<file path="src/rtl/lcd_wr_sequencer.sv">
// HD44780 write sequencer: setup / EN pulse / hold / exec wait per byte, with a 1-deep holding slot.
// Optional macro LCD_INIT_EN adds a power-on wait and an autonomous 0x38/0x0C/0x01/0x06 init sequence.
module lcd_wr_sequencer #(
   parameter int unsigned T_AS_CYC   = 4,
   parameter int unsigned T_EN_CYC   = 25,
   parameter int unsigned T_H_CYC    = 2,
   parameter int unsigned T_EXEC_CYC = 1850,
   parameter int unsigned T_CLR_CYC  = 76000,
   parameter int unsigned T_PWR_CYC  = 2000000
) (
   input  logic        i_clk,
   input  logic        i_rst,
   input  logic        i_wr,
   input  logic [7:0]  i_data,
   input  logic        i_rs,
   input  logic        i_on,
   input  logic        i_ovr_clr,
   output logic [7:0]  o_lcd_data,
   output logic        o_lcd_rs,
   output logic        o_lcd_rw,
   output logic        o_lcd_en,
   output logic        o_lcd_on,
   output logic        o_busy,
   output logic        o_done,
   output logic        o_overrun,
   output logic [31:0] o_status
);
   localparam int unsigned CW = $clog2(T_PWR_CYC + 1);

   typedef enum logic [2:0] {
      IDLE, SETUP, PULSE, HOLD, EXEC
`ifdef LCD_INIT_EN
      , PWR
`endif
   } state_t;

   state_t          state_q;
   logic [CW-1:0]   cnt_q;
   logic [7:0]      data_q;
   logic            rs_q, en_q, on_q, done_q, ovr_q, slot_vld_q;
   logic [8:0]      slot_q;

   logic busy, cnt_end, exec_end, is_clr, init_more, init_pend, drain, hold_wr;

`ifdef LCD_INIT_EN
   logic       init_pend_q, init_cur_q;
   logic [2:0] init_idx_q;

   function automatic logic [7:0] init_cmd(input logic [1:0] idx);
      case (idx)
         2'd0:    init_cmd = 8'h38;
         2'd1:    init_cmd = 8'h0C;
         2'd2:    init_cmd = 8'h01;
         default: init_cmd = 8'h06;
      endcase
   endfunction

   assign init_pend = init_pend_q;
   assign init_more = init_cur_q && (init_idx_q < 3'd4);
`else
   assign init_pend = 1'b0;
   assign init_more = 1'b0;
`endif

   assign busy     = (state_q != IDLE);
   assign cnt_end  = (cnt_q == '0);
   assign exec_end = (state_q == EXEC) && cnt_end;
   assign is_clr   = !rs_q && (data_q == 8'h01 || data_q == 8'h02 || data_q == 8'h03);
   // The drain cycle hands the slot to the FSM, so a write there refills rather than overruns.
   assign drain    = exec_end && !init_more;
   assign hold_wr  = i_wr && !drain && (busy || init_pend);

   always_ff @(posedge i_clk or negedge i_rst) begin
      if (!i_rst) begin
         state_q    <= IDLE;
         cnt_q      <= '0;
         data_q     <= '0;
         rs_q       <= 1'b0;
         en_q       <= 1'b0;
         on_q       <= 1'b0;
         done_q     <= 1'b0;
         ovr_q      <= 1'b0;
         slot_vld_q <= 1'b0;
         slot_q     <= '0;
`ifdef LCD_INIT_EN
         init_pend_q <= 1'b1;
         init_cur_q  <= 1'b0;
         init_idx_q  <= '0;
`endif
      end else begin
         on_q   <= i_on;
         done_q <= 1'b0;
         if (hold_wr && slot_vld_q)
            ovr_q <= 1'b1;
         else if (i_ovr_clr)
            ovr_q <= 1'b0;
         if (hold_wr && !slot_vld_q) begin
            slot_vld_q <= 1'b1;
            slot_q     <= {i_rs, i_data};
         end
         case (state_q)
            IDLE: begin
`ifdef LCD_INIT_EN
               if (init_pend_q) begin
                  init_pend_q <= 1'b0;
                  state_q     <= PWR;
                  cnt_q       <= CW'(T_PWR_CYC - 1);
               end else
`endif
               if (i_wr) begin
                  {rs_q, data_q} <= {i_rs, i_data};
                  state_q        <= SETUP;
                  cnt_q          <= CW'(T_AS_CYC - 1);
               end
            end
            SETUP: begin
               if (cnt_end) begin
                  state_q <= PULSE;
                  en_q    <= 1'b1;
                  cnt_q   <= CW'(T_EN_CYC - 1);
               end else
                  cnt_q <= cnt_q - 1'b1;
            end
            PULSE: begin
               if (cnt_end) begin
                  state_q <= HOLD;
                  en_q    <= 1'b0;
                  cnt_q   <= CW'(T_H_CYC - 1);
               end else
                  cnt_q <= cnt_q - 1'b1;
            end
            HOLD: begin
               if (cnt_end) begin
                  state_q <= EXEC;
                  cnt_q   <= is_clr ? CW'(T_CLR_CYC - 1) : CW'(T_EXEC_CYC - 1);
               end else
                  cnt_q <= cnt_q - 1'b1;
            end
            EXEC: begin
               if (!cnt_end)
                  cnt_q <= cnt_q - 1'b1;
`ifdef LCD_INIT_EN
               else if (init_more) begin
                  {rs_q, data_q} <= {1'b0, init_cmd(init_idx_q[1:0])};
                  init_idx_q     <= init_idx_q + 1'b1;
                  state_q        <= SETUP;
                  cnt_q          <= CW'(T_AS_CYC - 1);
               end
`endif
               else begin
                  state_q <= SETUP;
                  cnt_q   <= CW'(T_AS_CYC - 1);
`ifdef LCD_INIT_EN
                  done_q     <= !init_cur_q;
                  init_cur_q <= 1'b0;
`else
                  done_q  <= 1'b1;
`endif
                  if (slot_vld_q) begin
                     {rs_q, data_q} <= slot_q;
                     slot_vld_q     <= i_wr;
                     slot_q         <= {i_rs, i_data};
                  end else if (i_wr)
                     {rs_q, data_q} <= {i_rs, i_data};
                  else
                     state_q <= IDLE;
               end
            end
`ifdef LCD_INIT_EN
            PWR: begin
               if (cnt_end) begin
                  {rs_q, data_q} <= {1'b0, init_cmd(2'd0)};
                  init_idx_q     <= 3'd1;
                  init_cur_q     <= 1'b1;
                  state_q        <= SETUP;
                  cnt_q          <= CW'(T_AS_CYC - 1);
               end else
                  cnt_q <= cnt_q - 1'b1;
            end
`endif
            default: state_q <= IDLE;
         endcase
      end
   end

   assign o_lcd_data = data_q;
   assign o_lcd_rs   = rs_q;
   assign o_lcd_rw   = 1'b0;
   assign o_lcd_en   = en_q;
   assign o_lcd_on   = on_q;
   assign o_busy     = busy;
   assign o_done     = done_q;
   assign o_overrun  = ovr_q;
   assign o_status   = {busy, ovr_q, 22'b0, data_q};
endmodule

</file>
<file path="config.mk">
export PLATFORM = sky130hd
export DESIGN_NAME = lcd_wr_sequencer
export DESIGN_NICKNAME = d
export VERILOG_FILES = /design/src/rtl/lcd_wr_sequencer.sv
export SDC_FILE = /design/constraint.sdc
export NUM_CORES = 1
export LEC_CHECK = 0
export ABC_AREA = 1
export CORE_MARGIN = 2
export CORE_UTILIZATION = 55
export DETAILED_ROUTE_END_ITERATION = 16
export MAX_ROUTING_LAYER = met4
export PLACE_DENSITY = 0.81
export SLEW_MARGIN = 30
export SYNTH_ARGS = -nofsm -noshare
export SYNTH_HDL_FRONTEND = slang
export SYNTH_SLANG_ARGS = --single-unit
</file>
<file path="constraint.sdc">
create_clock -name i_clk -period 4.7 [get_ports i_clk]
set_input_delay 1.41 -clock i_clk [delete_from_list [all_inputs] [get_ports i_clk]]
set_output_delay 1.41 -clock i_clk [all_outputs]
set_load 0.02 [all_outputs]
</file>
Word-level counts from Yosys, hierarchy flattened
Index checks and enable logic that the tools add are counted.
Widths: inputs -> output; s select.
{"block": "classes", "add_sub_neg": 1, "n_mul": 0, "n_div": 0, "n_lt_le_gt_ge": 0, "n_eq_ne": 12, "n_shift": 0, "muxes": 38, "bitwise_logic": 0, "reduce_logical": 22}
{"cell": "$mux 21", "count": 5}
{"cell": "$pmux 21 s5", "count": 1}
{"cell": "$mux 9", "count": 4}
{"cell": "$mux 8", "count": 3}
{"cell": "$logic_not 21->1", "count": 1}
{"cell": "$sub 21x1->21 const B", "count": 1}
{"cell": "$mux 17", "count": 1}
{"cell": "$eq 8x2->1 const B", "count": 2}
{"cell": "$pmux 8 s2", "count": 1}
{"cell": "$mux 1", "count": 15}
{"cell": "$mux 3", "count": 5}
{"cell": "$pmux 3 s5", "count": 1}
{"cell": "$ne 2x2->1 const B", "count": 5}
{"cell": "$eq 8x1->1 const B", "count": 1}
{"cell": "$eq 3x2->1 const B", "count": 2}
{"cell": "$logic_and 1x1->1", "count": 6}
{"cell": "$reduce_bool 2->1", "count": 3}
{"cell": "$reduce_and 5->1", "count": 1}
{"cell": "$reduce_bool 5->1", "count": 1}
{"cell": "$pmux 1 s2", "count": 2}
{"cell": "$reduce_and 2->1", "count": 2}
{"cell": "$eq 3x1->1 const B", "count": 1}
{"cell": "$eq 3x3->1 const B", "count": 1}
{"cell": "$logic_not 1->1", "count": 3}
{"cell": "other kinds (4)", "count": 5}
{"block": "totals", "ff_bits": 47, "latchBits": 0, "ram_bits": 0, "mem_bits_ro": 0, "output_inout_bits": 47, "elab_cells": 83, "mem_count": 0}

Logic depth before layout (Yosys ltp)
{"block": "logic_depth", "ltp_word": 10, "mapped_depth": 10, "mapped_depth_nobuf": 10}

Worst setup path before layout
No wires, ideal clock.
{"block": "synth_timing", "path_type": "register to output", "start": "reg state_q[1]", "end": "out o_status[31]", "arrival_time_ns": 1.020, "required_ns": 3.290, "slack_ns": 2.270, "stages_incl_launch_ff": 6, "path_cell_list": "dfrtp_1 > inv_2 > nand2_4 > nor2_2 > inv_1 > buf_4"}
{"block": "synth_via", "elab_chain_cells": 1}
{"item": "start: declaration", "line": "37", "text": "state_t state_q;"}
{"item": "start signal: assignment", "line": "75", "text": "state_q <= IDLE;"}
{"item": "start signal: assignment", "line": "112", "text": "state_q <= SETUP;"}
{"item": "start signal: assignment", "line": "118", "text": "state_q <= PULSE;"}
{"item": "$reduce_bool 3->1", "line": "65", "text": "assign busy = (state_q != IDLE);"}
{"item": "end: declaration", "line": "26", "text": "output logic [31:0] o_status"}
No other way between the ends.

Worst setup path in the final report
{"block": "layout_timing", "start": "in i_wr", "end": "reg cnt_q[19]"}
{"block": "layout_via", "elab_chain_cells": 2}
{"item": "start: declaration", "line": "13", "text": "input logic i_wr,"}
{"item": "$ne 2x2->1 (no line)"}
{"item": "$reduce_and 2->1 (no line)"}
{"item": "end signal: assignment", "line": "113", "text": "cnt_q <= CW'(T_AS_CYC - 1);"}
{"item": "end signal: assignment", "line": "120", "text": "cnt_q <= CW'(T_EN_CYC - 1);"}
{"item": "end signal: assignment", "line": "122", "text": "cnt_q <= cnt_q - 1'b1;"}
{"item": "end: declaration", "line": "38", "text": "logic [CW-1:0] cnt_q;"}
No other way between the ends.
A chain may end at the register's enable or synchronous reset.

==> flow_metrics.tcl <==
set metrics [dict create \
    dp.final_hpwl_um 4974 \
    period_share_pct 67.76 \
    outcome "finished, final reports clean" \
    worstReg2RegEnd "state_q[1]$_DFFE_PN0P_" \
    die_x_um 78.92 \
    tightestPinTransition_ps 709.2 \
    initial_utilization_pct 56.40 \
    number_of_buffers_and_inverters_on_the_critical_path 4 \
    post_layout_nonfiller_instances 505 \
    row_count 27 \
    switching_power_mw 1.297 \
    numPortBuffers 37 \
    antenna-diode-count 0 \
    holdCritPathClass "reg -> reg" \
    die_h_um 78.92 \
    cp_cell_sequence "clkdlybuf4s50_1 > inv_1 > nand2_2 > nand2_4 > inv_2 > nand2_1 > inv_1 > nor2_1" \
    post_synthesis_mux_area_share_pct 0 \
    synthSimpleGateAreaFrac_pct 31.90 \
    cts_hold_buf 0 \
    timing.hold.worst_endpoint "cnt_q[1]$_DFFE_PN0P_" \
    setup_repair_after_global_routing_missed_its_margin "false" \
    finalSetupViolCount 0 \
    routed-wl-met2_um 3209 \
    clk-insertion-delay-late_ps 300 \
    finish.utilization_pct 62.89 \
    maxSlewHeadroom_pct 52.57 \
    combPwrFrac_pct 61.6 \
    worst_clock_skew_ps 9.963 \
    postSynthRegisterBits 47 \
    clkTransAtPathRegs_ps 90 \
    netSwitchingFraction_pct 51.14 \
    drtPass1Iterations 5 \
    placedCellCount 497 \
    slew_violations 0 \
    tritoncts "done" \
    worst_stage_delay_on_the_critical_path_ps 930 \
    timing.final.ws_setup_ps 1515 \
    critPathLaunchType "input pin" \
    cellLeakagePower_nw 1.724 \
    routed_wirelength_um 6612 \
    final_nets 448 \
    cts_made_buffers 5 \
    cts_max_path_buffers 2 \
    post-route-drc-count 0 \
    vias_per_cell 5.109 \
    antenna_violations_before_repair 0 \
    p_clk_share_pct 10.3 \
    synth_xor_xnor_area_share_pct 3.121 \
    fp.dieArea_mm2 0.006228 \
    synth_fa_ha_area_share_pct 0.8107 \
    core_mm2 0.005473 \
    r2r.worst_path.cells 9 \
    power.share.sequential_pct 28.1 \
    design_power_total_mw 2.536 \
    min-delay-start "cnt_q[1]$_DFFE_PN0P_" \
    area_delta_synth_final_pct 11.51 \
    criticalPathCategory "in -> reg" \
    m1WireLength_um 3052 \
    pin_count 61 \
    hold-path-cell-count 2 \
    crit_required_ps 4900 \
    max-vdd-ir-drop_uv 437.6 \
    pin_count_of_the_biggest_net_entering_global_routing 48 \
    drtAntennaViolNets 0 \
    cts_root_buffer "sky130_fd_sc_hd__clkbuf_8" \
    yosysSeqAreaShare_pct 38.10 \
    final.fill_count 506 \
    drive_above_1_share_pct 11.32 \
    ctsHtreeMaxLevel 2 \
    worst_path_dominant_cell_family "buffers and inverters" \
    route.vias.total 2580 \
    post_synth_inst_count 405 \
    finalHoldViolCount 0 \
    worstReg2RegStart "cnt_q[0]$_DFFE_PN0P_" \
    synth_top_family_by_area "simple AND/OR/NAND/NOR gates" \
    worst-path-max-fanout 21 \
    globalRouteTotalUtil_pct 23.55 \
    pre_cts_slack_ps 1233 \
    post_cts_resize_count 0 \
    synthesis.area_mm2 0.003087 \
    flip_flop_and_latch_area_mm2 0.001176 \
    syn_avg_cell_area_um2 7.622 \
    synth-compound-area-share_pct 11.39 \
    grt-ovfl-total 0 \
    clock_sinks 47 \
    wire_length_of_the_first_global_routing_pass_um 11480 \
    crit_arrival_ps 3380 \
    synth-warning-count 0 \
    first_global_vias 2487 \
    power_density_mw_per_mm2 736.6 \
    fin_setup_tns_ps 0 \
    detail_route.iter0.violations 223 \
    post_cts_setup_buffer_count 0 \
    wl_per_cell_um 13.09 \
    finalWeightedCongestion 0.9421 \
    clock.fmax_mhz 314.0 \
    r2r_slack_ps 2700 \
    max-cap-violations 0 \
    multi_input_area_mm2 0.001544 \
    topRoutingLayerUsed "met4" \
    wl_met3_um 276 \
    intPower_mw 1.239 \
    endpoint_kind "flop" \
    synth_cell_type_count 32 \
    cpMostUsedCell "sky130_fd_sc_hd__inv_1" \
    critical_path.slowest_cell "sky130_fd_sc_hd__clkdlybuf4s50_1" \
    period_minus_slack_ps 3185 \
]
state kept, by name (all words and copies together) (netlist names):
signal      count
o_lcd_on        1
slot_vld_q      1
o_overrun       1
o_lcd_data      8
o_done          1
o_lcd_rs        1
state_q         3
slot_q          9
o_lcd_en        1
cnt_q          21
synth_stat cells:
library cell               instances  area [um^2]
sky130_fd_sc_hd__nand4_4           1        21.27
sky130_fd_sc_hd__a31oi_1           1        6.260
sky130_fd_sc_hd__conb_1            1        3.750
sky130_fd_sc_hd__nand2_1          90        337.8
sky130_fd_sc_hd__o211ai_1         19        142.6
sky130_fd_sc_hd__nand3_1          35        175.2
sky130_fd_sc_hd__o21ai_1          10        50.05
sky130_fd_sc_hd__nand2_4           4        45.04
sky130_fd_sc_hd__o22ai_1           2        12.51
sky130_fd_sc_hd__buf_2             2        10.01
sky130_fd_sc_hd__nand3b_1          1        7.510
sky130_fd_sc_hd__nand4_1           2        12.51
sky130_fd_sc_hd__nand3_2           4        40.04
sky130_fd_sc_hd__buf_6             1        11.26
sky130_fd_sc_hd__a21oi_1           6        30.03
sky130_fd_sc_hd__xor2_1           10        87.58
sky130_fd_sc_hd__ha_1              2        25.02
sky130_fd_sc_hd__o21ai_0          17        85.08
sky130_fd_sc_hd__a22oi_1           1        7.510
sky130_fd_sc_hd__nor2_8            1        20.02
sky130_fd_sc_hd__nor2_1           38        142.6
sky130_fd_sc_hd__clkbuf_1          2        7.510
sky130_fd_sc_hd__nand2_2           8        50.05
sky130_fd_sc_hd__inv_1            38        142.6
sky130_fd_sc_hd__nor2_4            4        45.04
sky130_fd_sc_hd__buf_4            34        255.2
sky130_fd_sc_hd__nor3_1            5        25.02
sky130_fd_sc_hd__xnor2_1           1        8.760
sky130_fd_sc_hd__inv_2             6        22.52
sky130_fd_sc_hd__o21ai_2           2        17.52
sky130_fd_sc_hd__dfrtp_1          47         1176
sky130_fd_sc_hd__nor2_2           10        62.56
layout by cell type (no fill, tap or decap), drive strengths merged, types with 6 or more instances in the layout:
master,instances
a21oi,6
clkbuf,6
clkdlybuf4s50,36
conb,23
dfrtp,47
inv,44
nand2,102
nand3,39
nor2,53
o211ai,19
o21ai,29
xor2,10
power groups by stage:
stage	clock, mW	combinational (mW)	sequential [mW]
after global placement	0	1.53	0.714
after global routing	0.283	1.77	0.731
after detailed placement	0	1.55	0.720
after floorplan	0	1.18	0.736
after CTS	0.267	1.56	0.712
final	0.261	1.56	0.714
worst register-to-register path: cells and delay by family (launching register included):
kind / cells / cell delay, ps
AOI/OAI and AO/OA: 1 / 50
DFF: 1 / 360
and+or+nand+nor: 6 / 1140
adders and majority gates: 1 / 220
buffers and inverters: 1 / 120
logic make-up (layout without fill, tap and decap cells):
kind of cell / after synthesis / count (layout)
and+or+nand+nor: 203 / 203
other: 1 / 23
xor gates and xnor gates: 11 / 11
AOI/OAI and AO/OA: 58 / 58
DFF: 47 / 47
adders and majority gates: 2 / 2
buffers and inverters: 83 / 89
layout make-up:
cell class                 count  share of cell area, %
tap                           72                  2.617
multi-input combinational    297                  44.86
sequential                    47                  34.17
timing repair buffer          37                  10.69
inverter                      44                  4.798
clock buffer                   6                  2.399
clock inverter                 2                 0.4726
how the worst max path moves through the flow:
| stage | cells after the start | from | to | slack, ps |
|---|---|---|---|---|
| after floorplan | 5 | state_q[1]$_DFFE_PN0P_ | o_status[31] | 2270 |
| after global placement | 8 | i_wr | cnt_q[19]$_DFFE_PN0P_ | 1290 |
| after detailed placement | 8 | i_wr | cnt_q[15]$_DFFE_PN0P_ | 1230 |
| after CTS | 5 | state_q[0]$_DFFE_PN0P_ | o_status[31] | 1510 |
| after global routing | 8 | i_wr | cnt_q[15]$_DFFE_PN0P_ | 1330 |
| final | 8 | i_wr | cnt_q[19]$_DFFE_PN0P_ | 1520 |
stage by stage:
step,instance area (um^2),hold slack (ps)
finish,3442,491.5
global route,3442,520.7
CTS,3442,497.8
detailed placement,3343,475.4
global placement,3341,468.1
floorplan,3169,449.1
layer usage:
metal / global-route usage, % / up-vias
met5: - / -
met4: 5.345 / 0
met3: 3.295 / 6
met2: 38.03 / 72
met1: 31.94 / 1192
li1: - / 1310
Power figures use the tool's default switching activity.
